==> src/rtl/io_stage.sv <==
// Memory-access stage: holds one instruction from execute, waits for load data,
// aligns and extends it, and presents the result to write-back and the decode bypass.
package cpu_core_params;
  localparam int ProgramCount = 32;
  localparam int CpuData      = 32;

  typedef struct packed {
    logic                    valid;
    logic [ProgramCount-1:0] program_count;
    logic                    memory_load;
    logic [2:0]              load_kind;
    logic                    register_file_write_enabled;
    logic [4:0]              register_file_address;
    logic [CpuData-1:0]      alu_result;
    logic [CpuData-1:0]      rt_value;
  } EXToIOData;

  typedef struct packed {
    logic [ProgramCount-1:0] program_count;
    logic                    memory_load;
    logic [2:0]              load_kind;
    logic                    register_file_write_enabled;
    logic [4:0]              register_file_address;
    logic [CpuData-1:0]      alu_result;
    logic [CpuData-1:0]      rt_value;
  } IOPayload;

  typedef struct packed {
    logic                    valid;
    logic [ProgramCount-1:0] program_count;
    logic                    register_file_write_enabled;
    logic [4:0]              register_file_address;
    logic [CpuData-1:0]      final_result;
  } IOToWBData;

  typedef struct packed {
    logic               valid;
    logic               data_ready;
    logic [4:0]         register_file_address;
    logic [CpuData-1:0] data;
  } IOToIDBypass;
endpackage

module io_stage
  import cpu_core_params::*;
(
  input  logic                clock,
  input  logic                reset,
  output logic                io_allow_in,
  input  EXToIOData           ex_to_io_bus,
  input  logic                wb_allow_in,
  output IOToWBData           io_to_wb_bus,
  input  logic                data_sram_data_ok,
  input  logic [CpuData-1:0]  data_sram_rdata,
  output IOToIDBypass         io_to_id_bypass
);

  logic               io_valid_q, io_valid_d;
  IOPayload           payload_q, payload_d;
  logic               data_buffered_q, data_buffered_d;
  logic [CpuData-1:0] rdata_buffer_q, rdata_buffer_d;

  logic               io_ready_go;
  logic               io_leave;
  logic [CpuData-1:0] load_word;
  logic [CpuData-1:0] final_result;
  logic [1:0]         addr_lo;
  logic [7:0]         byte_sel;
  logic [15:0]        half_sel;
  logic [CpuData-1:0] rt;

  always_comb begin
    io_ready_go = !payload_q.memory_load || data_sram_data_ok || data_buffered_q;
    io_allow_in = !io_valid_q || (io_ready_go && wb_allow_in);
    io_leave    = io_valid_q && io_ready_go && wb_allow_in;
    load_word   = data_buffered_q ? rdata_buffer_q : data_sram_rdata;
  end

  always_comb begin
    io_valid_d      = io_valid_q;
    payload_d       = payload_q;
    data_buffered_d = data_buffered_q;
    rdata_buffer_d  = rdata_buffer_q;

    if (io_allow_in) io_valid_d = ex_to_io_bus.valid;

    if (ex_to_io_bus.valid && io_allow_in) begin
      payload_d.program_count               = ex_to_io_bus.program_count;
      payload_d.memory_load                 = ex_to_io_bus.memory_load;
      payload_d.load_kind                   = ex_to_io_bus.load_kind;
      payload_d.register_file_write_enabled = ex_to_io_bus.register_file_write_enabled;
      payload_d.register_file_address       = ex_to_io_bus.register_file_address;
      payload_d.alu_result                  = ex_to_io_bus.alu_result;
      payload_d.rt_value                    = ex_to_io_bus.rt_value;
    end

    // Capture the response only when WB stalls, since data_ok is a one-cycle pulse.
    if (io_leave) begin
      data_buffered_d = 1'b0;
    end else if (io_valid_q && payload_q.memory_load && data_sram_data_ok &&
                 !data_buffered_q && !wb_allow_in) begin
      data_buffered_d = 1'b1;
      rdata_buffer_d  = data_sram_rdata;
    end
  end

  always_ff @(posedge clock or negedge reset) begin
    if (!reset) begin
      io_valid_q      <= 1'b0;
      payload_q       <= '0;
      data_buffered_q <= 1'b0;
      rdata_buffer_q  <= '0;
    end else begin
      io_valid_q      <= io_valid_d;
      payload_q       <= payload_d;
      data_buffered_q <= data_buffered_d;
      rdata_buffer_q  <= rdata_buffer_d;
    end
  end

  always_comb begin
    addr_lo = payload_q.alu_result[1:0];
    rt      = payload_q.rt_value;

    case (addr_lo)
      2'd0:    byte_sel = load_word[7:0];
      2'd1:    byte_sel = load_word[15:8];
      2'd2:    byte_sel = load_word[23:16];
      default: byte_sel = load_word[31:24];
    endcase
    // Halfword alignment faults are trapped upstream, so only bit 1 matters.
    half_sel = addr_lo[1] ? load_word[31:16] : load_word[15:0];

    final_result = payload_q.alu_result;
    if (payload_q.memory_load) begin
      case (payload_q.load_kind)
        3'd1: final_result = {{24{byte_sel[7]}}, byte_sel};
        3'd2: final_result = {24'd0, byte_sel};
        3'd3: final_result = {{16{half_sel[15]}}, half_sel};
        3'd4: final_result = {16'd0, half_sel};
        3'd5: begin
          case (addr_lo)
            2'd0:    final_result = {load_word[7:0],  rt[23:0]};
            2'd1:    final_result = {load_word[15:0], rt[15:0]};
            2'd2:    final_result = {load_word[23:0], rt[7:0]};
            default: final_result = load_word;
          endcase
        end
        3'd6: begin
          case (addr_lo)
            2'd0:    final_result = load_word;
            2'd1:    final_result = {rt[31:24], load_word[31:8]};
            2'd2:    final_result = {rt[31:16], load_word[31:16]};
            default: final_result = {rt[31:8],  load_word[31:24]};
          endcase
        end
        default: final_result = load_word;
      endcase
    end
  end

  always_comb begin
    io_to_wb_bus                             = '0;
    io_to_wb_bus.valid                       = io_valid_q && io_ready_go;
    io_to_wb_bus.program_count               = payload_q.program_count;
    io_to_wb_bus.register_file_write_enabled = payload_q.register_file_write_enabled;
    io_to_wb_bus.register_file_address       = payload_q.register_file_address;
    io_to_wb_bus.final_result                = final_result;

    io_to_id_bypass                       = '0;
    io_to_id_bypass.valid                 = io_valid_q && payload_q.register_file_write_enabled;
    io_to_id_bypass.data_ready            = io_ready_go;
    io_to_id_bypass.register_file_address = payload_q.register_file_address;
    io_to_id_bypass.data                  = final_result;
  end

endmodule

==> config.mk <==
export PLATFORM = sky130hd
export DESIGN_NAME = io_stage
export DESIGN_NICKNAME = d
export VERILOG_FILES = /design/src/rtl/io_stage.sv
export SDC_FILE = /design/constraint.sdc
export NUM_CORES = 1
export LEC_CHECK = 0
export CAP_MARGIN = 20
export CORE_UTILIZATION = 50
export DETAILED_ROUTE_END_ITERATION = 16
export PLACE_DENSITY = 0.83
export SYNTH_ARGS = -nofsm -noshare
export SYNTH_HDL_FRONTEND = slang
export SYNTH_SLANG_ARGS = --single-unit
==> constraint.sdc <==
create_clock -name clock -period 5.3 [get_ports clock]
set_input_delay 1.59 -clock clock [delete_from_list [all_inputs] [get_ports clock]]
set_output_delay 1.59 -clock clock [all_outputs]
set_load 0.03 [all_outputs]
After elaboration in Yosys (flattened, before gate mapping)
Cells that the tools add are included.
{"block": "totals", "regBits": 140, "inputBits": 143, "wordCells": 47, "output_inout_bits": 111}
{"block": "classes", "n_mux": 9, "bitwise": 1, "n_reduce_logical": 19, "n_eq_ne": 8}
{"operator": "$pmux 32 s3", "n": 2}
{"operator": "$pmux 32 s6", "n": 1}
{"operator": "$mux 32", "n": 2}
{"operator": "$pmux 8 s3", "n": 1}
{"operator": "$mux 16", "n": 1}
{"operator": "$eq 3x3->1 const B", "n": 3}
{"operator": "$logic_and 1x1->1", "n": 9}
{"operator": "$eq 3x2->1 const B", "n": 2}
{"operator": "$logic_not 1->1", "n": 4}
{"operator": "$eq 3x1->1 const B", "n": 1}
{"operator": "$logic_or 1x1->1", "n": 3}
{"operator": "$eq 2x1->1 const B", "n": 1}
{"operator": "$eq 2x2->1 const B", "n": 1}
{"operator": "$logic_not 2->1", "n": 1}
{"operator": "$mux 1", "n": 2}
{"operator": "$reduce_and 2->1", "n": 1}
{"operator": "$reduce_bool 2->1", "n": 1}
{"operator": "$not 1->1", "n": 1}

Logic depth before layout (Yosys ltp)
Gate-level depths: netlist (run 1).
{"block": "depth", "word_depth": 7, "depth_mapped": 10, "depth_no_buf": 5}

Worst setup path before layout (run 1)
Ideal clock, no wire load.
{"block": "synth_timing", "kind": "input to output", "startpoint": "in data_sram_rdata[31]", "endpoint": "out io_to_wb_bus[16] (netlist name)", "path_buffers": 1, "setup_slack_ns": -0.143, "required_time_ns": 3.710, "t_arrival_ns": 3.853, "path_stages": 6, "path_cell_list": "mux2i_1 mux4_2 o311ai_4 nor2_4 a221oi_1 buf_4"}
{"item": "start, declared", "line": "54", "rtl": "input logic [CpuData-1:0] data_sram_rdata,"}
{"item": "end, declared", "line": "52", "rtl": "output IOToWBData io_to_wb_bus,"}

==> results of run 1 <==
==> where the power goes <==
group	internal, mW	switching (mW)	total (mW)	leakage (nW)
combinational	1.43	1.72	3.15	3.10
clock	0.711	0.515	1.23	0.290
sequential	1.36	0.307	1.67	1.64
total	3.51	2.54	6.05	5.03
==> flip-flops by register name, summed over array words and instances, names as in the netlist <==
signal and count:
payload_q 34, rt 32, io_to_wb_bus 33, io_valid_q 1
addr_lo 2, rdata_buffer_q 32, io_to_id_bypass 5, data_buffered_q 1
==> worst paths after layout <==
kind / endpoint / slack [ns] / cells past startpoint
max reg2reg: io_to_wb_bus[54] / 2.40 / 7
max: io_to_id_bypass[1] / 0.09 / 8
min reg2reg: io_to_wb_bus[48] / 0.50 / 1
min: io_to_wb_bus[48] / 0.50 / 1
min in group asynchronous: rt[10] / 1.26 / 1
max in group asynchronous: rt[16] / 3.11 / 2
==> cells in the final DEF, fill, tap and decap left out, types with 5 or more instances in the layout <==
cell type and count:
mux2i_1 35, o22a_1 5, mux4_2 32, a221oi_2 8, o22ai_1 10, dfrtp_1 138, clkdlybuf4s50_1 179, inv_6 6
buf_4 109, nand2_1 20, nor2_1 71, inv_1 10, nand3_1 7, a22oi_1 8, dlygate4sd2_1 11, o21ai_0 29
a211oi_1 8, a31oi_1 5, buf_12 8, nor4_1 8, o2bb2ai_1 7, a221oi_1 11, a21boi_0 8, mux2_2 169
a21oi_1 23, buf_6 6, clkbuf_16 17, dlymetal6s2s_1 5
==> per-layer routing <==
metal | vias up | GRT usage (%)
met2 | 521 | 51.4
li1 | 3288 | -
met1 | 3688 | 36.6
met5 | - | 0
met4 | 0 | 17.8
met3 | 96 | 8.35
==> what timing repair did <==
action / 4_1_cts / 5_1_grt
endpoints found under the setup margin: 49 / 31
resized for setup: 34 / 23
pin swaps: 5 / 9
gates cloned: 0 / 0
setup buffers: 3 / 3
==> kinds of logic after synthesis <==
| group | count (synthesis) |
|---|---|
| buffers and inverters | 146 |
| flip-flops | 140 |
| multiplexers | 238 |
| AND/OR/NAND/NOR | 131 |
| AO/OA/AOI/OAI | 142 |
==> final cells by class <==
class	count	area [sq um]	share of cell area, %
flip-flops and latches	140	3510	28.9
multi-input cells	511	4680	38.6
clock inverters	15	176	1.45
repair buffers	322	3020	24.9
clock buffers	17	425	3.50
well taps	225	282	2.32
diodes	4	10.0	0.0825
inverters	10	37.5	0.309
==> metrics by stage <==
| step | setup TNS, ns | std cells |
|---|---|---|
| finish | 0 | 1244 |
| global route | -0.00264 | 1242 |
| CTS | 0 | 1237 |
| detailed placement | -12.42 | 1202 |
| global placement | -10.37 | 1202 |
| floorplan | -0.855 | 797 |
==> Yosys cell counts, drive strengths merged <==
master / n / area share [%]
a2111oi: 6 / 0.58
a211o: 1 / 0.097
a211oi: 8 / 0.67
a21bo: 1 / 0.11
a21boi: 8 / 0.67
a21o: 1 / 0.084
a21oi: 28 / 1.6
a221oi: 19 / 1.9
a222oi: 1 / 0.11
a22o: 1 / 0.097
a22oi: 8 / 0.67
a31oi: 5 / 0.35
and2: 4 / 0.28
and3: 1 / 0.070
and3b: 2 / 0.19
buf: 110 / 8.7
clkbuf: 26 / 1.1
dfrtp: 140 / 39
inv: 10 / 0.42
mux2: 169 / 21
mux2i: 37 / 4.1
mux4: 32 / 8.0
nand2: 21 / 0.88
nand2b: 4 / 0.28
nand3: 7 / 0.39
nand3b: 1 / 0.084
nor2: 73 / 3.1
nor2b: 2 / 0.14
nor3: 6 / 0.39
nor4: 8 / 0.56
o21ai: 29 / 1.6
o21ba: 1 / 0.11
o21bai: 1 / 0.084
o22a: 5 / 0.49
o22ai: 10 / 0.70
o2bb2ai: 7 / 0.68
o311ai: 1 / 0.29
o31ai: 1 / 0.084
or2: 1 / 0.070
or3b: 1 / 0.097
==> flow_metrics.tcl, run 1 <==
set metrics [dict create \
    status "finished clean" \
    drt-initial-drc-count 675 \
    die-area_sq_um 18500 \
    maxCapViolCount 0 \
    cp-end-kind "output port" \
    highest_layer "met4" \
    synth_xor_area_share_pct 0 \
    clock_skew_ns 0.00825 \
    clock-root-buffer "clkbuf_16" \
    start_kind "input pin" \
    synth_cell_type_count 45 \
    place_area_sq_um 11400 \
    numPortBuffers 253 \
    dp_slack_ns -0.442 \
    cp-startpoint "data_sram_rdata[17]" \
    finalWirelength_microns 28100 \
    ir_worst_vdd_mv 0.386 \
    die_width_microns 136 \
    via_per_inst 6.10 \
    drc 0 \
    finalHoldViolCount 0 \
    synth_adder_area_share_pct 0 \
    fp-row-count 48 \
    track_usage_pct 31.2 \
    ant_nets 0 \
    nFillCells 1303 \
    cts.clk_slew.worst_paths_ns 0.06 \
    power.density_nw_per_um2 498 \
    fin_crit_ns 5.21 \
    nets 1145 \
    grt_pass1_wl_microns 42600 \
    p_total_mw 6.05 \
    ys_ff_latch 140 \
    tightestPinTransition_ns 0.965 \
    wl_per_cell_microns 22.6 \
    utilization_pct 69.7 \
    cp_slowest_cell "clkdlybuf4s50_1" \
    hold_ws_ns 0.503 \
    cts_buffer_depth 2 \
    syn2layout_area_growth_pct 35.1 \
    setup_ws_ns 0.0872 \
    hp-class "reg2reg" \
    insertion_delay_ns 0.42 \
    cp.arrival_ns 3.62 \
    timing.fmax_mhz 192 \
    critPathMaxStageDelay_ns 0.48 \
    slew_viol_final 0 \
    numClockSinks 140 \
    crit_chain "clkdlybuf4s50_1 > buf_4 > mux4_2 > nor2_1 > nor4_1 > o22ai_1 > nor2_1 > buf_4" \
    slew_headroom_pct 35.6 \
    synth_compound_area_share_pct 10.9 \
    wl_met1_microns 9880 \
    grt_max_degree 90 \
    r2r-start "payload_q[73]" \
    syn_inst 797 \
    cp_data_required_time_ns 3.71 \
    cts_tree "done" \
    antenna_found_initial 2 \
    cts_buffers 17 \
    synthMuxAreaShare_pct 33.3 \
    wl_met2_microns 13600 \
    cts-htree-levels 4 \
    ctsHoldBuffers 0 \
    syn_avg_cell_area_sq_um 11.3 \
    place_congestion 0.968 \
    dieHeight_microns 136 \
    coreArea_sq_um 17400 \
    setup_viol 0 \
    synth_top_family_by_area "multiplexers" \
    io_pins 254 \
    drt-pass1-iter-count 6 \
    worst-path-buf-inv 3 \
    synth_nets 940 \
    synth-simple-area-share_pct 6.56 \
    period_share_pct 98.4 \
    fin_area_sq_um 12100 \
    grt_pass1_vias 7682 \
    dpl.hpwl_microns 20300 \
    drive_gt1_share_pct 38.4 \
    dr_wl_met3_microns 3110 \
    crit_type "in2out" \
    vias 7593 \
    ys_warn_count 0 \
    cp_top_family "buffers and inverters" \
    initial_utilization_pct 51.6 \
    hold_path_startpoint "io_to_wb_bus[48]" \
    ys_seq_area_share_pct 39.0 \
    cp_max_fo 4 \
    overflow 0 \
    leakagePower_nw 5.03 \
    syn_area_sq_um 8990 \
]
Power figures use the tool's default switching activity.
==> inputs of run 2 (changes only) <==
--- a/config.mk
+++ b/config.mk
@@ -6,9 +6,10 @@
 export NUM_CORES = 1
 export LEC_CHECK = 0
 export CAP_MARGIN = 20
-export CORE_UTILIZATION = 50
+export CORE_UTILIZATION = 53
 export DETAILED_ROUTE_END_ITERATION = 16
-export PLACE_DENSITY = 0.83
+export GPL_TIMING_DRIVEN = 0
+export PLACE_DENSITY = 0.87
 export SYNTH_ARGS = -nofsm -noshare
 export SYNTH_HDL_FRONTEND = slang
 export SYNTH_SLANG_ARGS = --single-unit
==> run 2 against run 1 <==
- setup slack lost 0.073 ns
- total power grew 5.3%
- sequential power is essentially flat
- sequential share of layout area shrank 1.6 points
- combinational power grew 13%
- clock-buffer cell count is the same
- clock power shrank 5%
- wire length grew 16%
- non-clock buffer count grew 86
- cell count grew 6.3%
- critical path depth is the same
- critical path type unchanged
- die area shrank 5.6%
==> flow_metrics.tcl, run 2 (same netlist as run 1, synthesis figures left out) <==
set metrics [dict create \
    cp-end-kind "output port" \
    cp_max_fo 4 \
    place_area_sq_um 11800 \
    leakagePower_nw 5.38 \
    die_width_microns 132 \
    dieHeight_microns 132 \
    fin_crit_ns 5.29 \
    io_pins 254 \
    rr_worst_depth 8 \
    status "finished clean" \
    tightestPinTransition_ns 1.02 \
    largest_reg_flops 34 \
    dr_wl_met3_microns 3230 \
    top_register "payload_q" \
    cts.clk_slew.worst_paths_ns 0.06 \
    grt_pass1_vias 8510 \
    start_kind "input pin" \
    hp-class "reg2reg" \
    clock_skew_ns 0.00730 \
    ir_worst_vdd_mv 0.314 \
    drt-initial-drc-count 842 \
    maxCapViolCount 0 \
    fp-row-count 47 \
    finalHoldViolCount 0 \
    cts_buffer_depth 2 \
    drt-pass1-iter-count 5 \
    wl_met2_microns 15600 \
    slew_viol_final 0 \
    cts-htree-levels 4 \
    numPortBuffers 253 \
    ctsHoldBuffers 0 \
    final_cell_mix "mux2_2 (169), clkdlybuf4s50_1 (168), dfrtp_1 (140), buf_4 (108), nor2_1 (66)" \
    finalWirelength_microns 32700 \
    fin_area_sq_um 12800 \
    worst-path-buf-inv 3 \
    multiInputGateArea_sq_um 4990 \
    syn2layout_area_growth_pct 42.6 \
    setup_viol 0 \
    slew_headroom_pct 31.8 \
    holdPathStages 1 \
    antenna_found_initial 0 \
    period_share_pct 99.7 \
    cts_tree "done" \
    crit_chain "clkdlybuf4s50_1 > mux4_2 > mux2i_1 > nor2_1 > a221oi_2 > a21oi_2 > buf_4 > clkdlybuf4s15_1" \
    timing.fmax_mhz 189 \
    drc 0 \
    coreArea_sq_um 16600 \
    r2r_slack_ns 2.59 \
    nets 1232 \
    rr_endpoint "rt[29]" \
    cts_buffers 17 \
    cp_top_family "buffers and inverters" \
    power.density_nw_per_um2 497 \
    cp_data_required_time_ns 3.71 \
    wl_per_cell_microns 24.8 \
    final_common_cell "mux2_2" \
    drive_gt1_share_pct 42.0 \
    nFillCells 1127 \
    initial_utilization_pct 54.2 \
    die-area_sq_um 17500 \
    r2r-start "data_buffered_q" \
    holdPathEnd "io_to_wb_bus[64]" \
    critPathMaxStageDelay_ns 0.54 \
    place_congestion 1.00 \
    via_per_inst 6.23 \
    hold_path_startpoint "io_to_wb_bus[64]" \
    ant_nets 0 \
    cp_slowest_cell "mux4_2" \
    dpl.hpwl_microns 23800 \
    cp.arrival_ns 3.70 \
    overflow 0 \
    seq_area_sq_um 3500 \
    utilization_pct 77.3 \
    numClockSinks 140 \
    clock-root-buffer "clkbuf_16" \
    vias 8231 \
    grt_max_degree 74 \
    track_usage_pct 38.1 \
    dp.cells 1271 \
    grt_pass1_wl_microns 49300 \
    stdcell_count 1322 \
    highest_layer "met4" \
    n_antenna_cell 0 \
    insertion_delay_ns 0.44 \
    wl_met1_microns 11900 \
    crit_type "in2out" \
]
-- run 2: repair_timing --
item                                    CTS  global route
buffers inserted                         12             6
gates resized for setup                 239            66
cloned                                    1             0
pin swaps                                19            18
endpoints found under the setup margin   64            44
-- run 2: worst max-delay path by stage --
stage / start / to / slack (ns) / depth (start not counted)
floorplan: data_sram_rdata[31] / io_to_wb_bus[16] / -0.14 / 6
global route: data_sram_rdata[6] / io_to_wb_bus[14] / -0.02 / 8
CTS: data_sram_rdata[7] / io_to_wb_bus[30] / 0.0004 / 8
global placement: reset / io_to_wb_bus[41] / -2.96 / 1
detailed placement: data_sram_rdata[23] / io_to_wb_bus[20] / -1.16 / 8
finish: data_sram_rdata[12] / io_to_wb_bus[12] / 0.01 / 8
-- run 2: metal layers --
metal  vias up  global-route usage (%)
met5         -                       0
met4         0                    23.6
met3       135                    9.69
met2       593                    62.5
met1      4043                    45.1
li1       3460                       -
-- run 2: cell type report --
class / instances / share of cell area (%)
Inverter: 10 / 0.293
Buffer: 136 / 6.88
Clock buffer: 17 / 3.32
Clock inverter: 15 / 1.20
Multi-Input combinational cell: 512 / 38.9
Tap cell: 220 / 2.15
Timing Repair Buffer: 272 / 19.9
Sequential cell: 140 / 27.3
-- run 2: through the flow --
stage / setup slack, ns / total power [mW] / hold slack (ns) / TNS [ns]
final: 0.0140 / 6.37 / 0.506 / 0
after global routing: -0.0183 / 6.60 / 0.519 / -0.0355
after CTS: 0.000382 / 6.24 / 0.508 / 0
after detailed placement: -1.16 / 4.98 / 0.492 / -45.40
after global placement: -2.96 / 4.92 / 0.486 / -456.56
after floorplan: -0.143 / 3.69 / 0.473 / -0.855
-- run 2: power by group --
part / switching (mW) / internal, mW
combinational: 2.01 / 1.55
sequential: 0.273 / 1.36
clock: 0.548 / 0.625
==> inputs of run 3 (changes only) <==
--- a/config.mk
+++ b/config.mk
@@ -6,6 +6,7 @@
 export NUM_CORES = 1
 export LEC_CHECK = 0
 export CAP_MARGIN = 20
+export CORE_MARGIN = 2
 export CORE_UTILIZATION = 53
 export DETAILED_ROUTE_END_ITERATION = 16
 export GPL_TIMING_DRIVEN = 0
==> run 3 against run 2 <==
- clock power about the same
- hold slack worse by 0.00073 ns
- critical path depth up 2
- sequential share of layout area up 0.28 points
- cell count down 0.38%
- critical path type unchanged
- register-to-register slack better by 0.04 ns
- core utilization down 0.78 points
- sequential cell count unchanged
- critical endpoint is now io_to_wb_bus[26]
- total power down 1.8%
- clock skew up 0.00069 ns
- first-iteration DRC count up 3.8%
- highest routed layer unchanged
- clock-buffer cell count up 2
==> flow_metrics.tcl, run 3 (same netlist as run 1, synthesis figures left out) <==
set metrics [dict create \
    status "finished clean" \
    drc 0 \
    ant_nets 0 \
    cts-htree-levels 4 \
    internal_power_mw 3.53 \
    slew_headroom_pct 37.4 \
    fp-row-count 47 \
    p_total_mw 6.26 \
    cp_data_required_time_ns 3.71 \
    fin_crit_ns 5.28 \
    switching_share_pct 43.6 \
    cp.arrival_ns 3.69 \
    seq_area_sq_um 3500 \
    dieHeight_microns 134 \
    multiInputGateArea_sq_um 4920 \
    final_common_cell "mux2_2" \
    power_frac_clock_pct 18.1 \
    finalHoldViolCount 0 \
    numPortBuffers 253 \
    grt_pass1_vias 8342 \
    n_antenna_cell 0 \
    track_usage_pct 35.5 \
    syn2layout_area_growth_pct 41.2 \
    r2r-start "data_buffered_q" \
    crit_chain "dlygate4sd2_1 > mux4_2 > mux2i_2 > buf_4 > nor2_2 > a2111oi_4 > nor2_1 > buf_4 > buf_4 > buf_4" \
    worst-path-buf-inv 5 \
    cts_buffers 17 \
    drt-pass1-iter-count 5 \
    drt-initial-drc-count 874 \
    initial_utilization_pct 54.2 \
    crit_path_frequent_cell "buf_4" \
    cp-end-kind "output port" \
    sequentialPowerShare_pct 26.1 \
    nFillCells 1127 \
    place_congestion 1.06 \
    utilization_pct 76.5 \
    cts_tree "done" \
    coreArea_sq_um 16600 \
    die_width_microns 134 \
    cts.clk_slew.worst_paths_ns 0.06 \
    io_pins 254 \
    timing.fmax_mhz 189 \
    wl_per_cell_microns 23.9 \
    grt_pass1_wl_microns 47600 \
    hold_ws_ns 0.506 \
    tightestPinTransition_ns 0.936 \
    finalWirelength_microns 31500 \
    numClockSinks 140 \
    dpl.hpwl_microns 23400 \
    final_cell_mix "mux2_2 (169), clkdlybuf4s50_1 (168), dfrtp_1 (140), buf_4 (107), nor2_1 (68)" \
    drive_gt1_share_pct 41.1 \
    antenna_found_initial 0 \
    grt_setup_unrepaired "yes" \
    hp-class "reg2reg" \
    setup_viol 0 \
    cp_max_fo 4 \
    leakagePower_nw 5.32 \
    period_share_pct 99.6 \
    cp_top_family "buffers and inverters" \
    cts_buffer_depth 2 \
    slew_viol_final 0 \
    maxCapViolCount 0 \
    ir_worst_vdd_mv 0.353 \
    top_register "payload_q" \
    die-area_sq_um 18000 \
    power_switching_mw 2.73 \
    overflow 0 \
    cp-startpoint "data_sram_rdata[18]" \
    largest_reg_flops 34 \
    vias 8185 \
    hold_path_startpoint "payload_q[61]" \
    power.share.combinational_pct 55.8 \
    cp_slowest_cell "mux4_2" \
    insertion_delay_ns 0.43 \
    critPathMaxStageDelay_ns 0.52 \
    start_kind "input pin" \
    grt_max_degree 77 \
    crit_type "in2out" \
    via_per_inst 6.21 \
    power.density_nw_per_um2 493 \
    clock_skew_ns 0.00799 \
    nets 1227 \
    clock-root-buffer "clkbuf_16" \
]
## run 3: final timing paths
check	to	slack, ns	depth (start not counted)
max in group asynchronous	rt[22]	3.36	2
worst min register to register	payload_q[61]	0.51	1
worst min-delay path	payload_q[61]	0.51	1
worst max-delay path	io_to_wb_bus[26]	0.02	10
min in group asynchronous	rdata_buffer_q[3]	1.14	1
worst max register to register	rt[24]	2.63	8
## run 3: worst register-to-register path, cell delays in order, from the launching register on
cell,delay (ns)
dfrtp_1,0.37
buf_6,0.15
or3b_2,0.49
nand2_1,0.08
nand2_1,0.08
nand2_1,0.45
buf_4,0.29
buf_4,0.26
mux2_2,0.38
## run 3: timing repair
action                     4_1_cts  5_1_grt
setup buffers                   13        3
resized for setup              240       71
pin swaps                       22       18
hold buffers                     0        0
setup endpoints to repair       64       50
cloned                           1        0
## run 3: final cells by class
cell class	count	area share [%]
Multi-Input combinational cell	512	38.8
Sequential cell	140	27.6
Timing Repair Buffer	270	19.9
Buffer	133	6.77
Clock buffer	19	3.57
Tap cell	220	2.17
Clock inverter	13	0.838
Inverter	10	0.296
## run 3: stage by stage
stage	setup TNS (ns)	setup slack (ns)	std cells	cell area, sq um
2_1_floorplan	-0.855	-0.143	797	8990
3_3_place_gp	-463.20	-3.01	1270	11800
3_5_place_dp	-44.46	-1.07	1271	11800
4_1_cts	0	0.000537	1315	12600
5_1_grt	-0.0864	-0.0483	1317	12700
6_report	0	0.0203	1317	12700
## run 3: power by group through the flow
stage	registers, mW	clock network, mW	logic [mW]
finish	1.63	1.14	3.49
CTS	1.61	1.15	3.38
floorplan	1.52	0	2.17
detailed placement	1.62	0	3.33
global route	1.66	1.19	3.64
global placement	1.60	0	3.28
## run 3: metal layers
layer / share of wire, % / GRT usage (%) / vias up
li1: - / - / 3455
met4: 5.7 / 18.4 / 0
met2: 48 / 58.9 / 626
met3: 11 / 8.39 / 144
met5: 0 / 0 / -
met1: 36 / 43.4 / 3960
